File: src/rtl/iob_pbus_pkg.sv
// rtl/iob_pbus_pkg.sv - shared constants, buffer state encoding and request-width helper
package iob_pbus_pkg;

  localparam int ADDR_W_DEF = 28;
  localparam int DATA_W_DEF = 32;
  localparam int REQ_W_DEF  = ADDR_W_DEF + DATA_W_DEF + DATA_W_DEF / 8;

  typedef enum logic [1:0] {
    BUF_EMPTY = 2'd0,
    BUF_ONE   = 2'd1,
    BUF_TWO   = 2'd2
  } buf_state_e;

  // Packed request is {addr, wdata, wstrb}
  function automatic int req_w(input int addr_w, input int data_w);
    return addr_w + data_w + data_w / 8;
  endfunction

endpackage

File: src/rtl/iob_pbus_skid_buf.sv
// rtl/iob_pbus_skid_buf.sv - 2-entry in-order request buffer with registered ready
module iob_pbus_skid_buf
  import iob_pbus_pkg::*;
#(
  parameter int REQ_W = REQ_W_DEF
) (
  input  logic             clk_i,
  input  logic             cke_i,
  input  logic             arst_i,
  input  logic             push_i,
  input  logic [REQ_W-1:0] push_data_i,
  input  logic             pop_i,
  output logic [REQ_W-1:0] head_o,
  output buf_state_e       state_o,
  output logic             ready_o
);

  buf_state_e       state_q, state_d;
  logic [REQ_W-1:0] ent0_q, ent0_d;
  logic [REQ_W-1:0] ent1_q, ent1_d;
  logic             ready_q, ready_d;
  logic             do_push, do_pop;

  // Handshakes are only honoured on enabled cycles; entry 0 is always the head
  assign do_push = push_i & cke_i;
  assign do_pop  = pop_i & cke_i & (state_q != BUF_EMPTY);

  // Next-state and entry shifting for push/pop
  always_comb begin
    state_d = state_q;
    ent0_d  = ent0_q;
    ent1_d  = ent1_q;
    case (state_q)
      BUF_EMPTY: begin
        if (do_push) begin
          ent0_d  = push_data_i;
          state_d = BUF_ONE;
        end
      end
      BUF_ONE: begin
        if (do_push && do_pop) begin
          ent0_d = push_data_i;
        end else if (do_push) begin
          ent1_d  = push_data_i;
          state_d = BUF_TWO;
        end else if (do_pop) begin
          state_d = BUF_EMPTY;
        end
      end
      BUF_TWO: begin
        if (do_pop) begin
          ent0_d  = ent1_q;
          state_d = BUF_ONE;
        end
      end
      default: state_d = BUF_EMPTY;
    endcase
    ready_d = cke_i ? (state_d != BUF_TWO) : ready_q;
  end

  // Buffer registers; reset drops any held requests
  always_ff @(posedge clk_i or posedge arst_i) begin
    if (arst_i) begin
      state_q <= BUF_EMPTY;
      ent0_q  <= '0;
      ent1_q  <= '0;
      ready_q <= 1'b1;
    end else begin
      state_q <= state_d;
      ent0_q  <= ent0_d;
      ent1_q  <= ent1_d;
      ready_q <= ready_d;
    end
  end

  assign head_o  = ent0_q;
  assign state_o = state_q;
  assign ready_o = ready_q;

endmodule

File: src/rtl/iob_pbus_reg_slice.sv
// rtl/iob_pbus_reg_slice.sv - registered IOb slice ahead of the peripheral-bus split
module iob_pbus_reg_slice
  import iob_pbus_pkg::*;
#(
  parameter int ADDR_W = ADDR_W_DEF,
  parameter int DATA_W = DATA_W_DEF,
  parameter int MAX_RD = 1
) (
  input  logic                clk_i,
  input  logic                cke_i,
  input  logic                arst_i,
  input  logic                s_iob_valid_i,
  input  logic [ADDR_W-1:0]   s_iob_addr_i,
  input  logic [DATA_W-1:0]   s_iob_wdata_i,
  input  logic [DATA_W/8-1:0] s_iob_wstrb_i,
  output logic                s_iob_ready_o,
  output logic                s_iob_rvalid_o,
  output logic [DATA_W-1:0]   s_iob_rdata_o,
  output logic                m_iob_valid_o,
  output logic [ADDR_W-1:0]   m_iob_addr_o,
  output logic [DATA_W-1:0]   m_iob_wdata_o,
  output logic [DATA_W/8-1:0] m_iob_wstrb_o,
  input  logic                m_iob_ready_i,
  input  logic                m_iob_rvalid_i,
  input  logic [DATA_W-1:0]   m_iob_rdata_i,
  output logic                rsp_err_o
);

  localparam int         REQ_W    = req_w(ADDR_W, DATA_W);
  localparam logic [1:0] MAX_RD_C = 2'(MAX_RD);

  logic [REQ_W-1:0]  head;
  buf_state_e        buf_state;
  logic              buf_ready;
  logic              push, pop, head_is_wr, rd_issue, rsp;

  logic [1:0]        rd_cnt_q, rd_cnt_d;
  logic              rsp_err_q, rsp_err_d;
  logic              s_rvalid_q, s_rvalid_d;
  logic [DATA_W-1:0] s_rdata_q, s_rdata_d;

  iob_pbus_skid_buf #(
    .REQ_W (REQ_W)
  ) u_skid_buf (
    .clk_i       (clk_i),
    .cke_i       (cke_i),
    .arst_i      (arst_i),
    .push_i      (push),
    .push_data_i ({s_iob_addr_i, s_iob_wdata_i, s_iob_wstrb_i}),
    .pop_i       (pop),
    .head_o      (head),
    .state_o     (buf_state),
    .ready_o     (buf_ready)
  );

  assign {m_iob_addr_o, m_iob_wdata_o, m_iob_wstrb_o} = head;
  assign head_is_wr    = |m_iob_wstrb_o;
  assign push          = s_iob_valid_i & buf_ready;
  // A read at the head waits while the split still owes MAX_RD responses; writes never wait
  assign m_iob_valid_o = (buf_state != BUF_EMPTY) & (head_is_wr | (rd_cnt_q < MAX_RD_C));
  assign pop           = m_iob_valid_o & m_iob_ready_i;
  assign rd_issue      = pop & ~head_is_wr & cke_i;
  assign rsp           = m_iob_rvalid_i & cke_i;

  // Outstanding-read tracking, sticky orphan-response flag and response register
  always_comb begin
    rd_cnt_d   = rd_cnt_q;
    rsp_err_d  = rsp_err_q;
    if (rsp && (rd_cnt_q == 2'd0)) begin
      rsp_err_d = 1'b1;
    end
    if (rd_issue && !rsp) begin
      rd_cnt_d = rd_cnt_q + 2'd1;
    end else if (!rd_issue && rsp && (rd_cnt_q != 2'd0)) begin
      rd_cnt_d = rd_cnt_q - 2'd1;
    end
    s_rvalid_d = cke_i ? m_iob_rvalid_i : s_rvalid_q;
    s_rdata_d  = rsp ? m_iob_rdata_i : s_rdata_q;
  end

  // Counter, error flag and response-path registers
  always_ff @(posedge clk_i or posedge arst_i) begin
    if (arst_i) begin
      rd_cnt_q   <= 2'd0;
      rsp_err_q  <= 1'b0;
      s_rvalid_q <= 1'b0;
      s_rdata_q  <= '0;
    end else begin
      rd_cnt_q   <= rd_cnt_d;
      rsp_err_q  <= rsp_err_d;
      s_rvalid_q <= s_rvalid_d;
      s_rdata_q  <= s_rdata_d;
    end
  end

  assign s_iob_ready_o  = buf_ready;
  assign s_iob_rvalid_o = s_rvalid_q;
  assign s_iob_rdata_o  = s_rdata_q;
  assign rsp_err_o      = rsp_err_q;

endmodule
File: config.mk
export PLATFORM = sky130hd
export DESIGN_NAME = iob_pbus_reg_slice
export DESIGN_NICKNAME = d
export VERILOG_FILES = /design/src/rtl/iob_pbus_pkg.sv /design/src/rtl/iob_pbus_skid_buf.sv /design/src/rtl/iob_pbus_reg_slice.sv
export SDC_FILE = /design/constraint.sdc
export NUM_CORES = 1
export LEC_CHECK = 0
export ABC_AREA = 1
export CAP_MARGIN = 25
export CORE_ASPECT_RATIO = 2
export CORE_MARGIN = 4
export CORE_UTILIZATION = 52
export CTS_BUF_LIST = sky130_fd_sc_hd__clkbuf_16
export CTS_CLUSTER_SIZE = 14
export DETAILED_ROUTE_END_ITERATION = 7
export PLACE_DENSITY = 0.86
export SLEW_MARGIN = 20
export SYNTH_ARGS = -nofsm -noshare
export SYNTH_HDL_FRONTEND = slang
export SYNTH_SLANG_ARGS = --single-unit
File: constraint.sdc
create_clock -name clk_i -period 9.3 [get_ports clk_i]
set_clock_uncertainty 0.1 [all_clocks]
set_input_delay 2.325 -clock clk_i [delete_from_list [all_inputs] [get_ports clk_i]]
set_output_delay 2.325 -clock clk_i [all_outputs]
set_load 0.03 [all_outputs]
# [Word-level counts from Yosys, hierarchy flattened]
# Cells that the tools add are included.
[op_classes] add_sub_neg=2 n_lt_le_gt_ge=1 eq_ne=6 mux=12 n_bitwise=12 n_reduce_logical=16
[op_table] op="$mux W64" n=3
[op_table] op="$pmux W64 S3" n=1
[op_table] op="$mux W2" n=7
[op_table] op="$and A1 B1 Y1" n=9
[op_table] op="$ne A2 B1 Y1 const B" n=3
[op_table] op="$pmux W2 S3" n=1
[op_table] op="$reduce_bool A2 Y1" n=3
[op_table] op="$logic_and A1 B1 Y1" n=5
[op_table] op="$logic_not A2 Y1" n=2
[op_table] op="$reduce_and A4 Y1" n=1
[op_table] op="$reduce_or A4 Y1" n=1
[op_table] op="$reduce_and A3 Y1" n=1
[op_table] op="$reduce_bool A3 Y1" n=1
[op_table] op="$add A2 B1 Y2 const B" n=1
[op_table] op="$eq A2 B1 Y1 const B" n=1
[op_table] op="$eq A2 B2 Y1 const B" n=1
[op_table] op="$logic_not A1 Y1" n=2
[op_table] op="$lt A2 B1 Y1 const B" n=1
[op_table] op="$ne A2 B2 Y1 const B" n=1
[op_table] op="$not A1 Y1" n=2
[op_table] op="$sub A2 B1 Y2 const B" n=1
[op_table] op="$or A1 B1 Y1" n=1
[word_totals] register_bits=167 output_inout_bits=100 elab_cells=57

# [Logic depth before layout (Yosys ltp)]
[depth] depth_word=11 ltp_mapped=11 ltp_nobuf=9

# [Modules after synthesis]
# From an unflattened synthesis, not the netlist that was laid out.
[hier_totals] cells_unflattened=960 area_unflattened_um2=7626.1
[modules_own_cells] mod="iob_pbus_skid_buf" instances=1 cells_each=789 area_each_um2=6154.7 seq_area_each_um2=3279.4
[modules_own_cells] mod="iob_pbus_reg_slice" instances=1 cells_each=171 area_each_um2=1471.4 seq_area_each_um2=900.9

# [Worst setup path after synthesis]
# No wires, ideal clock.
[synth_path] path_type="register to output" from="reg u_skid_buf.ent0_q[0], in the netlist u_skid_buf.head_o[0]" to="out m_iob_valid_o" arrival_ns=0.995 t_required_ns=6.875 slack_ns=5.880 path_stages_with_launch=7 n_path_buf=0 path_cell_list="dfrtp_1 > inv_1 > nand2_1 > nor2_1 > nand2_1 > nand2_1 > inv_1"
[synth_between] elab_chain_cells=3
[synth_rtl] element="from (decl)" line_no="iob_pbus_skid_buf.sv:19" rtl="logic [REQ_W-1:0] ent0_q, ent0_d;"
[synth_rtl] element="from (signal assigned)" line_no="iob_pbus_skid_buf.sv:70" rtl="ent0_q <= ent0_d;"
[synth_rtl] element="$reduce_or A4 Y1" line_no="iob_pbus_reg_slice.sv:57" rtl="assign head_is_wr = |m_iob_wstrb_o;"
[synth_rtl] element="$or A1 B1 Y1" line_no="iob_pbus_reg_slice.sv:60" rtl="assign m_iob_valid_o = (buf_state != BUF_EMPTY) & (head_is_wr | (rd_cnt_q < MAX_RD_C));"
[synth_rtl] element="$and A1 B1 Y1" line_no="iob_pbus_reg_slice.sv:60"
[synth_rtl] element="to (decl)" line_no="iob_pbus_reg_slice.sv:19" rtl="output logic m_iob_valid_o,"
# Every way passes these cells.

# [Final worst setup path]
[layout_path] from="in cke_i" to="reg u_skid_buf.ent0_q[25], in the netlist u_skid_buf.head_o[25]"
[layout_between] elab_chain_cells=5 word_cells_on_any_way=8 classes_between="eq/ne (3); bitwise (3); reduce/logical (2)"
[layout_rtl] element="from (decl)" line_no="iob_pbus_reg_slice.sv:10" rtl="input logic cke_i,"
[layout_rtl] element="$and A1 B1 Y1 (2 in a row)" line_no="iob_pbus_skid_buf.sv:26" rtl="assign do_pop = pop_i & cke_i & (state_q != BUF_EMPTY);"
[layout_rtl] element="$logic_and A1 B1 Y1" line_no="iob_pbus_skid_buf.sv:41" rtl="if (do_push && do_pop) begin"
[layout_rtl] element="$ne A2 B1 Y1 (no source line)"
[layout_rtl] element="$reduce_and A4 Y1 (no source line) *"
# Every way passes the cells marked *; elsewhere a longest branch is shown, timed or not.
# A chain may end at the register's enable or synchronous reset.

==> results by group <==
Run status
  • Status: finished clean

Synthesis
  • Cells after Synth: 886
  • Register area share after synthesis: 0.571
  • Yosys warning count: 0
  • Syn nets: 990
  • Syn avg cell area: 8.26 um2
  • Seq cells post-synth: 167
  • Number of flops mapped to enable cells by yosys: 0
  • Post-Syn Area: 7320 um2
  • Post-synthesis async set-or-reset flop share: 1.00
  • Distinct cells, synth: 21
  • Ys flop type: dfrtp_1

Critical path
  • Worst-path cell chain: clkdlybuf4s50_1 -> nand2_1 -> inv_1 -> nand3_2 -> nand2_2 -> buf_4 -> nand2_2 -> buf_4 -> nand2_1 -> nand2_1
  • Critical path data required time: 9.50 ns
  • Max FO, Critical Path: 65
  • Delay-heaviest family, CP: buffers and inverters
  • Top cell by count, worst path: nand2_1
  • Worst path slowest cell: buf_4
  • WS Path Type: in2reg
  • Worst Path Arrival: 4.93 ns
  • WP buf/inv: 4
  • Crit. End Element: register
  • CP peak stage delay: 0.56 ns
  • CP startpoint kind: input port

Global route
  • Global route overflow: 0
  • Largest net degree at the start of global routing: 87
  • Global-route wire length before repair: 29,800 um
  • Initial antenna violation count: 1
  • Overall Global Routing Usage: 0.231
  • Vias in the first global route: 6,359

Die
  • Starting Density: 0.527
  • Boundary pin count: 202
  • Rows: 61
  • Core area: 13,900 um2
  • Die Width: 91.9 um
  • DIE HEIGHT: 176 um
  • Die area: 16,200 um2

Detailed routing
  • Via density per instance: 4.98
  • First DRT Iteration DRCs: 319
  • Final wirelength: 18,000 um
  • Post-route ant nets: 0
  • First drt pass iteration count: 4
  • Per-cell routed wire length: 14.3 um
  • Remaining DRCs: 0
  • Routed vias: 6,284

Power and ir drop
  • Sequential share of power: 0.381
  • Switching power: 0.00124 W
  • Int Power: 0.00192 W
  • Pwr/cell area: 319 nW/um2
  • VDD IR max: 221 uV
  • Clock power share: 0.223
  • Combinational share of power: 0.396
  • Leakage: 5.07 nW
  • Switch share: 0.392

Cells and area
  • Non-Filler Instances: 1,261
  • # fillers: 1,073
  • Most frequent cells in the layout: nand2_1, clkdlybuf4s50_1, dfrtp_1
  • Area delta synth->final: 35.4%
  • # nets final: 1,163
  • Layout cells sized above 1: 0.0448
  • Post-route cell area: 9920 um2
  • Most common cell after layout, fill and taps aside: nand2_1
  • Final Util: 0.714

Clocking
  • Worst-Skew Late Latency: 0.41 ns
  • CTS Root Cell: clkbuf_16
  • Clock buffer depth: 2
  • Sink Count: 167
  • Total CTS buffers: 17
  • Hold_buf cts: 0
  • Post-CTS resize count: 0
  • CTS tree: done
  • # Post-CTS Setup Buffers: 0
  • H-tree depth: 4
  • Reg clk slew, reported paths: 0.07 ns

Worst hold path
  • Worst hold-check path type: reg2reg

Timing
  • Fmax: 0.211 GHz
  • Final setup fails: 0
  • Hold Fails Final Rpt: 0
  • Max transition margin: 0.382
  • Hold slack: 0.369 ns
  • Post-Route Setup TNS: 0 ns
  • Max-slew violation count: 0
  • Tcrit/Tclk final: 0.508
  • Measured slew at the worst slew-check pin: 0.922 ns
  • RSZ-0062 raised after global routing: false
  • Crit path time final: 4.73 ns

Placed design
  • Dpl cells: 1,229
  • Placed Area: 9320 um2
  • IO Port Bufs: 201
  • GPL Wtd Cong: 0.778
  • DP HPWL: 12,300 um

Job
  • MaxCap Viol Count: 0
registers in the layout (all words and copies together), names as in the netlist:
name and count:
rsp_err_o 1, u_skid_buf.ent1_q 64, s_iob_rdata_o 32, u_skid_buf.ready_o 1, rd_cnt_q 2, u_skid_buf.state_o 2
s_iob_rvalid_o 1, u_skid_buf.head_o 64
cells in the mapped netlist (2+ instances only):
library cell  instances  share of area
nor2_1               67          0.034
buf_4                10          0.010
buf_2                26          0.018
o21ai_0               3         0.0020
nand3_1              69          0.047
nand2_1             308           0.16
buf_6                11          0.017
nand4_1               2         0.0017
clkbuf_1              8         0.0041
a21oi_1              64          0.044
inv_1                79          0.040
ha_1                  2         0.0034
o21ai_1              64          0.044
dfrtp_1             166           0.57
path summary, 6_finish.rpt:
kind	startpoint	end	slack, ns	cells past startpoint
max reg2reg	rd_cnt_q[0]$_DFFE_PP0P_	u_skid_buf.head_o[25]$_DFFE_PP0P_	6.43	11
max in group asynchronous	arst_i	u_skid_buf.head_o[41]$_DFFE_PP0P_	5.63	3
min reg2reg	u_skid_buf.head_o[40]$_DFFE_PP0P_	u_skid_buf.head_o[40]$_DFFE_PP0P_	0.37	2
min in group asynchronous	arst_i	s_iob_rdata_o[10]$_DFFE_PP0P_	2.30	2
max	cke_i	u_skid_buf.head_o[25]$_DFFE_PP0P_	4.57	10
min	u_skid_buf.head_o[40]$_DFFE_PP0P_	u_skid_buf.head_o[40]$_DFFE_PP0P_	0.37	2
cells by family (layout without fill, tap and decap cells):
| logic type | after synthesis | count (layout) | synth area share |
|---|---|---|---|
| AO/OA/AOI/OAI | 133 | 133 | 0.0918 |
| adder cells (fa/ha/maj) | 2 | 2 | 0.00342 |
| buffers and inverters | 136 | 321 | 0.0906 |
| flip-flops | 167 | 167 | 0.571 |
| other | 0 | 1 | 0 |
| AND/OR/NAND/NOR | 448 | 448 | 0.243 |
layer usage:
layer  GRT usage  vias to the layer above  share of wire
met5           0                        -              0
li1            -                     3108              -
met1       0.252                     2954           0.37
met2       0.416                      196           0.55
met3      0.0643                       26          0.059
met4      0.0943                        0          0.024
worst register-to-register path: cells and delay by family (launching register included):
kind                     cells  cell delay, ns
buffers and inverters        4            1.13
AND/OR/NAND/NOR              6            0.97
flip-flops                   1            0.38
adder cells (fa/ha/maj)      1            0.18
per-stage QoR:
stage               worst slack [ns]  total power, W
global route                    4.31         0.00337
finish                          4.57         0.00316
global placement                4.23         0.00243
CTS                             4.56         0.00319
floorplan                       2.36         0.00198
detailed placement              4.14         0.00248
power groups by stage:
stage / sequential [W] / combinational (W) / clock (W)
6_report: 0.00121 / 0.00125 / 0.000705
5_1_grt: 0.00124 / 0.00138 / 0.000751
4_1_cts: 0.00120 / 0.00127 / 0.000715
3_5_place_dp: 0.00121 / 0.00127 / 0
3_3_place_gp: 0.00120 / 0.00123 / 0
2_1_floorplan: 0.00149 / 0.000493 / 0
final cells by class:
cell class / count / area (um2) / area share
flip-flops and latches: 167 / 4180 / 0.422
multi-input cells: 583 / 2510 / 0.253
repair buffers: 209 / 2090 / 0.211
clock buffers: 17 / 425 / 0.0429
inverters: 81 / 309 / 0.0312
well taps: 189 / 236 / 0.0238
clock inverters: 14 / 163 / 0.0164
diodes: 1 / 2.50 / 0.000252
No activity file was read; power rests on OpenSTA's default activity.
==> variant 1 (same settings) <==
The 3 states of `buf_state_e` get a one-hot encoding in 3 bits.
--- a/src/rtl/iob_pbus_pkg.sv
+++ b/src/rtl/iob_pbus_pkg.sv
@@ -5,10 +5,10 @@
   localparam int DATA_W_DEF = 32;
   localparam int REQ_W_DEF  = ADDR_W_DEF + DATA_W_DEF + DATA_W_DEF / 8;
 
-  typedef enum logic [1:0] {
-    BUF_EMPTY = 2'd0,
-    BUF_ONE   = 2'd1,
-    BUF_TWO   = 2'd2
+  typedef enum logic [2:0] {
+    BUF_EMPTY = 3'b001,
+    BUF_ONE   = 3'b010,
+    BUF_TWO   = 3'b100
   } buf_state_e;
 
   // Packed request is {addr, wdata, wstrb}
Behaviour: same outputs for any inputs over 4 cycles, from zero or initial values and one cycle with arst_i high; so few cycles prove little.
==> variant 1 against the original RTL <==
Core utilization is 0.23 points higher; area after synthesis is 0.60% higher; cell area is 0.33% higher; die area is 0.56% higher; non-clock buffer count is 1 lower; final cell count is 0.79% higher; sequential cell count is 1 higher; synthesized cell count is 1.1% higher; worst setup slack worse by 0.12 ns; routed wire length is 0.51% higher; total power is 3.3% lower; critical path type unchanged.
==> variant 1: results (changes against the original RTL) <==
status finished clean (unchanged); Non-Filler Instances 1271 (was 1261); nets 1174 (was 1163); Arr. time, crit path 5.05 ns (was 4.93 ns); number of diodes 0 (was 1); maximum vdd drop 0.0001822 V (was 0.0002210 V); Syn Inst Count 896 (was 886); gr usage total 0.2297 (was 0.2310); vias in the first global route 6322 (was 6359); Crit path max-delay family buffers and inverters (unchanged); Synthesized Nets 1000 (was 990); GP Congestion 0.8366 (was 0.7775); sequential share of the synthesized area 0.5711 (was 0.5709); count of cell types in the netlist 24 (was 21); Avg WL per Cell 14.25 microns (was 14.29 microns); Final HPWL DP 12.48 mm (was 12.30 mm); synth cell count leaders 363 x nand2_1, 166 x dfrtp_1, 120 x o21ai_0 (was 308 x nand2_1, 166 x dfrtp_1, 79 x inv_1); DR pass1 iterations 5 (was 4); Placement Cell Area 9395 sq um (was 9321 sq um); Iteration-0 DRC Markers 377 (was 319); pre-CTS WS 4.044 ns (was 4.141 ns); Layout fillers 1056 (was 1073); post_cts resized 0 (unchanged); Final Setup Violations 0 (unchanged); slew margin rel. 0.3719 (was 0.3816); Pleak 4.930 nW (was 5.066 nW); first-pass GRT wire length 29.82 mm (was 29.85 mm); vias per inst 5.031 (was 4.983); crit-path max cell delay 0.58 ns (was 0.56 ns); initial antenna violation count 0 (was 1); worst skew pair latency 0.41 ns (about the same)
-- variant 1: path summary, 6_finish.rpt --
kind / startpoint / endpoint / slack, ns / cells past startpoint
hold / removal: rsp_err_o / rsp_err_o / 0.37 / 1
min in group asynchronous: arst_i / s_iob_rdata_o[0] / 2.35 / 2
setup reg to reg: u_skid_buf.state_o[0] / u_skid_buf.head_o[55] / 5.81 / 10
max in group asynchronous: arst_i / u_skid_buf.head_o[32] / 5.54 / 3
hold reg to reg: rsp_err_o / rsp_err_o / 0.37 / 1
setup / recovery: cke_i / u_skid_buf.head_o[55] / 4.45 / 10
-- variant 1: cell type report --
| class | instances | area, sq um | area share |
|---|---|---|---|
| Clock inverter | 14 | 125.1 | 0.01258 |
| Clock buffer | 17 | 425.4 | 0.04276 |
| Tap cell | 189 | 236.5 | 0.02377 |
| Multi-Input combinational cell | 597 | 2590 | 0.2603 |
| Inverter | 78 | 300.3 | 0.03018 |
| Sequential cell | 168 | 4207 | 0.4228 |
| Timing Repair Buffer | 208 | 2064 | 0.2075 |
-- variant 1: layer usage --
metal / track usage / wire, microns
met1: 0.2638 / 6796
met2: 0.3935 / 9346
met3: 0.06226 / 1339
met4: 0.1117 / 635
met5: 0 / 0
-- variant 1: kinds of logic (layout without fill, tap and decap cells) --
family          count (synthesis)  count (layout)  share of synthesized area
buf+inv                       131             317                    0.08035
compound gates                135             135                    0.09275
fa+ha+maj                       2               2                   0.003397
simple gates                  460             460                     0.2524
flops                         168             168                     0.5711
-- variant 1: where the power goes --
group	internal, mW	total [mW]	switching, mW	leakage, nW
clock network	0.368	0.658	0.290	0.261
registers	1.01	1.18	0.168	2.10
logic	0.473	1.22	0.745	2.57
==> variant 2 (config.mk and constraints unchanged) <==
Without the edit above. The package constant `ADDR_W_DEF` goes from 28 to 14.
--- a/src/rtl/iob_pbus_pkg.sv
+++ b/src/rtl/iob_pbus_pkg.sv
@@ -1,7 +1,7 @@
 // rtl/iob_pbus_pkg.sv - shared constants, buffer state encoding and request-width helper
 package iob_pbus_pkg;
 
-  localparam int ADDR_W_DEF = 28;
+  localparam int ADDR_W_DEF = 14;
   localparam int DATA_W_DEF = 32;
   localparam int REQ_W_DEF  = ADDR_W_DEF + DATA_W_DEF + DATA_W_DEF / 8;
 
Interface: changed (resized m_iob_addr_o and s_iob_addr_i); port bits go from 202 to 174. No check against the original RTL was run, so the function may have changed too.
==> variant 2 against the original RTL <==
Register-to-register slack improved by 0.54 ns; total power fell by 12%; routed wire length fell by 12%; largest power group unchanged; worst setup slack improved by 0.26 ns; sequential cell count fell by 28; area after synthesis fell by 18%; die area fell by 17%; critical endpoint is now rd_cnt_q[0]; cell area fell by 14%; critical path type unchanged.
==> variant 2: results (changes against the original RTL) <==
crit-path max cell delay 0.91 ns (was 0.56 ns); first-pass GRT wire length 26.66 mm (was 29.85 mm); Final HPWL DP 9.810 mm (was 12.30 mm); Clock Path Buffers 2 (unchanged); slew margin rel. 0.3690 (was 0.3816); nets 980 (was 1163); slowest CP cell clkinv_1 (was buf_4); Gate power share 0.375 (was 0.396); vias in the first global route 5624 (was 6359); count of cell types in the netlist 20 (was 21); maximum vdd drop 0.0002010 V (was 0.0002210 V); Synth async-reset ratio 1.000 (unchanged); GP Congestion 0.8448 (was 0.7775); dominant cells by area after synthesis dfrtp_1 58%, nand2_1 17%, nand3_1 4.5% (was dfrtp_1 57%, nand2_1 16%, nand3_1 4.7%); met2 routed WL 8.453 mm (was 9.863 mm); Routed WL 15.85 mm (was 18.03 mm); Non-Filler Instances 1044 (was 1261); synth cell count leaders 265 x nand2_1, 138 x dfrtp_1, 65 x inv_1 (was 308 x nand2_1, 166 x dfrtp_1, 79 x inv_1); Arr. time, crit path 4.72 ns (was 4.93 ns); critical-path maximum fanout 34 (was 65); number of diodes 0 (was 1); status finished clean (unchanged); sequential share of the synthesized area 0.5797 (was 0.5709); mux share of post-synthesis cell area 0 (unchanged); Iteration-0 DRC Markers 302 (was 319); Crit path max-delay family buffers and inverters (unchanged); Synthesized Nets 823 (was 990); Switch Pwr 1.031 mW (was 1.242 mW); Layout fillers 790 (was 1073); pre-CTS WS 3.849 ns (was 4.141 ns); Synth Area in Compound Gates 0.08860 (was 0.09176); vias per inst 5.122 (was 4.983); share of cells above drive strength 1 0.04989 (was 0.04482); Placement Cell Area 7779 sq um (was 9321 sq um); met2 Use GR 0.4351 (was 0.4164); met3 usage 0.08312 (was 0.06429); Syn Inst Count 733 (was 886); Synth Area in Adders 0.004169 (was 0.003418); Switching Share 0.3692 (was 0.3924); Pleak 4.368 nW (was 5.066 nW); post_cts resized 0 (unchanged); met1 WL 5.810 mm (was 6.662 mm); met1 Use GR 0.2672 (was 0.2522); largest net degree at the start of global routing 102 (was 87); clock root buffer clkbuf_16 (unchanged); initial antenna violation count 0 (was 1); Clock power frac 0.269 (was 0.223); Port Buffers 173 (was 201); gr usage total 0.2479 (was 0.2310); met3 wire len 964 microns (was 1.061 mm)
-- variant 2: layout make-up --
type	count	area (sq um)	area share
multi-input combinational	485	2091	0.2452
tap	142	177.7	0.02084
inverter	67	256.5	0.03008
clock inverter	14	227.7	0.02671
clock buffer	17	425.4	0.04989
sequential	139	3480	0.4081
timing repair buffer	180	1869	0.2192
-- variant 2: worst paths after layout --
path / from / cells after the start / slack [ns] / to
worst max register to register: rd_cnt_q[0] / 10 / 6.97 / u_skid_buf.head_o[35]
worst max-delay path: cke_i / 6 / 4.83 / rd_cnt_q[0]
worst min register to register: u_skid_buf.head_o[8] / 2 / 0.37 / u_skid_buf.head_o[8]
max in group asynchronous: arst_i / 3 / 5.50 / s_iob_rdata_o[10]
worst min-delay path: u_skid_buf.head_o[8] / 2 / 0.37 / u_skid_buf.head_o[8]
min in group asynchronous: arst_i / 2 / 2.26 / u_skid_buf.ent1_q[3]
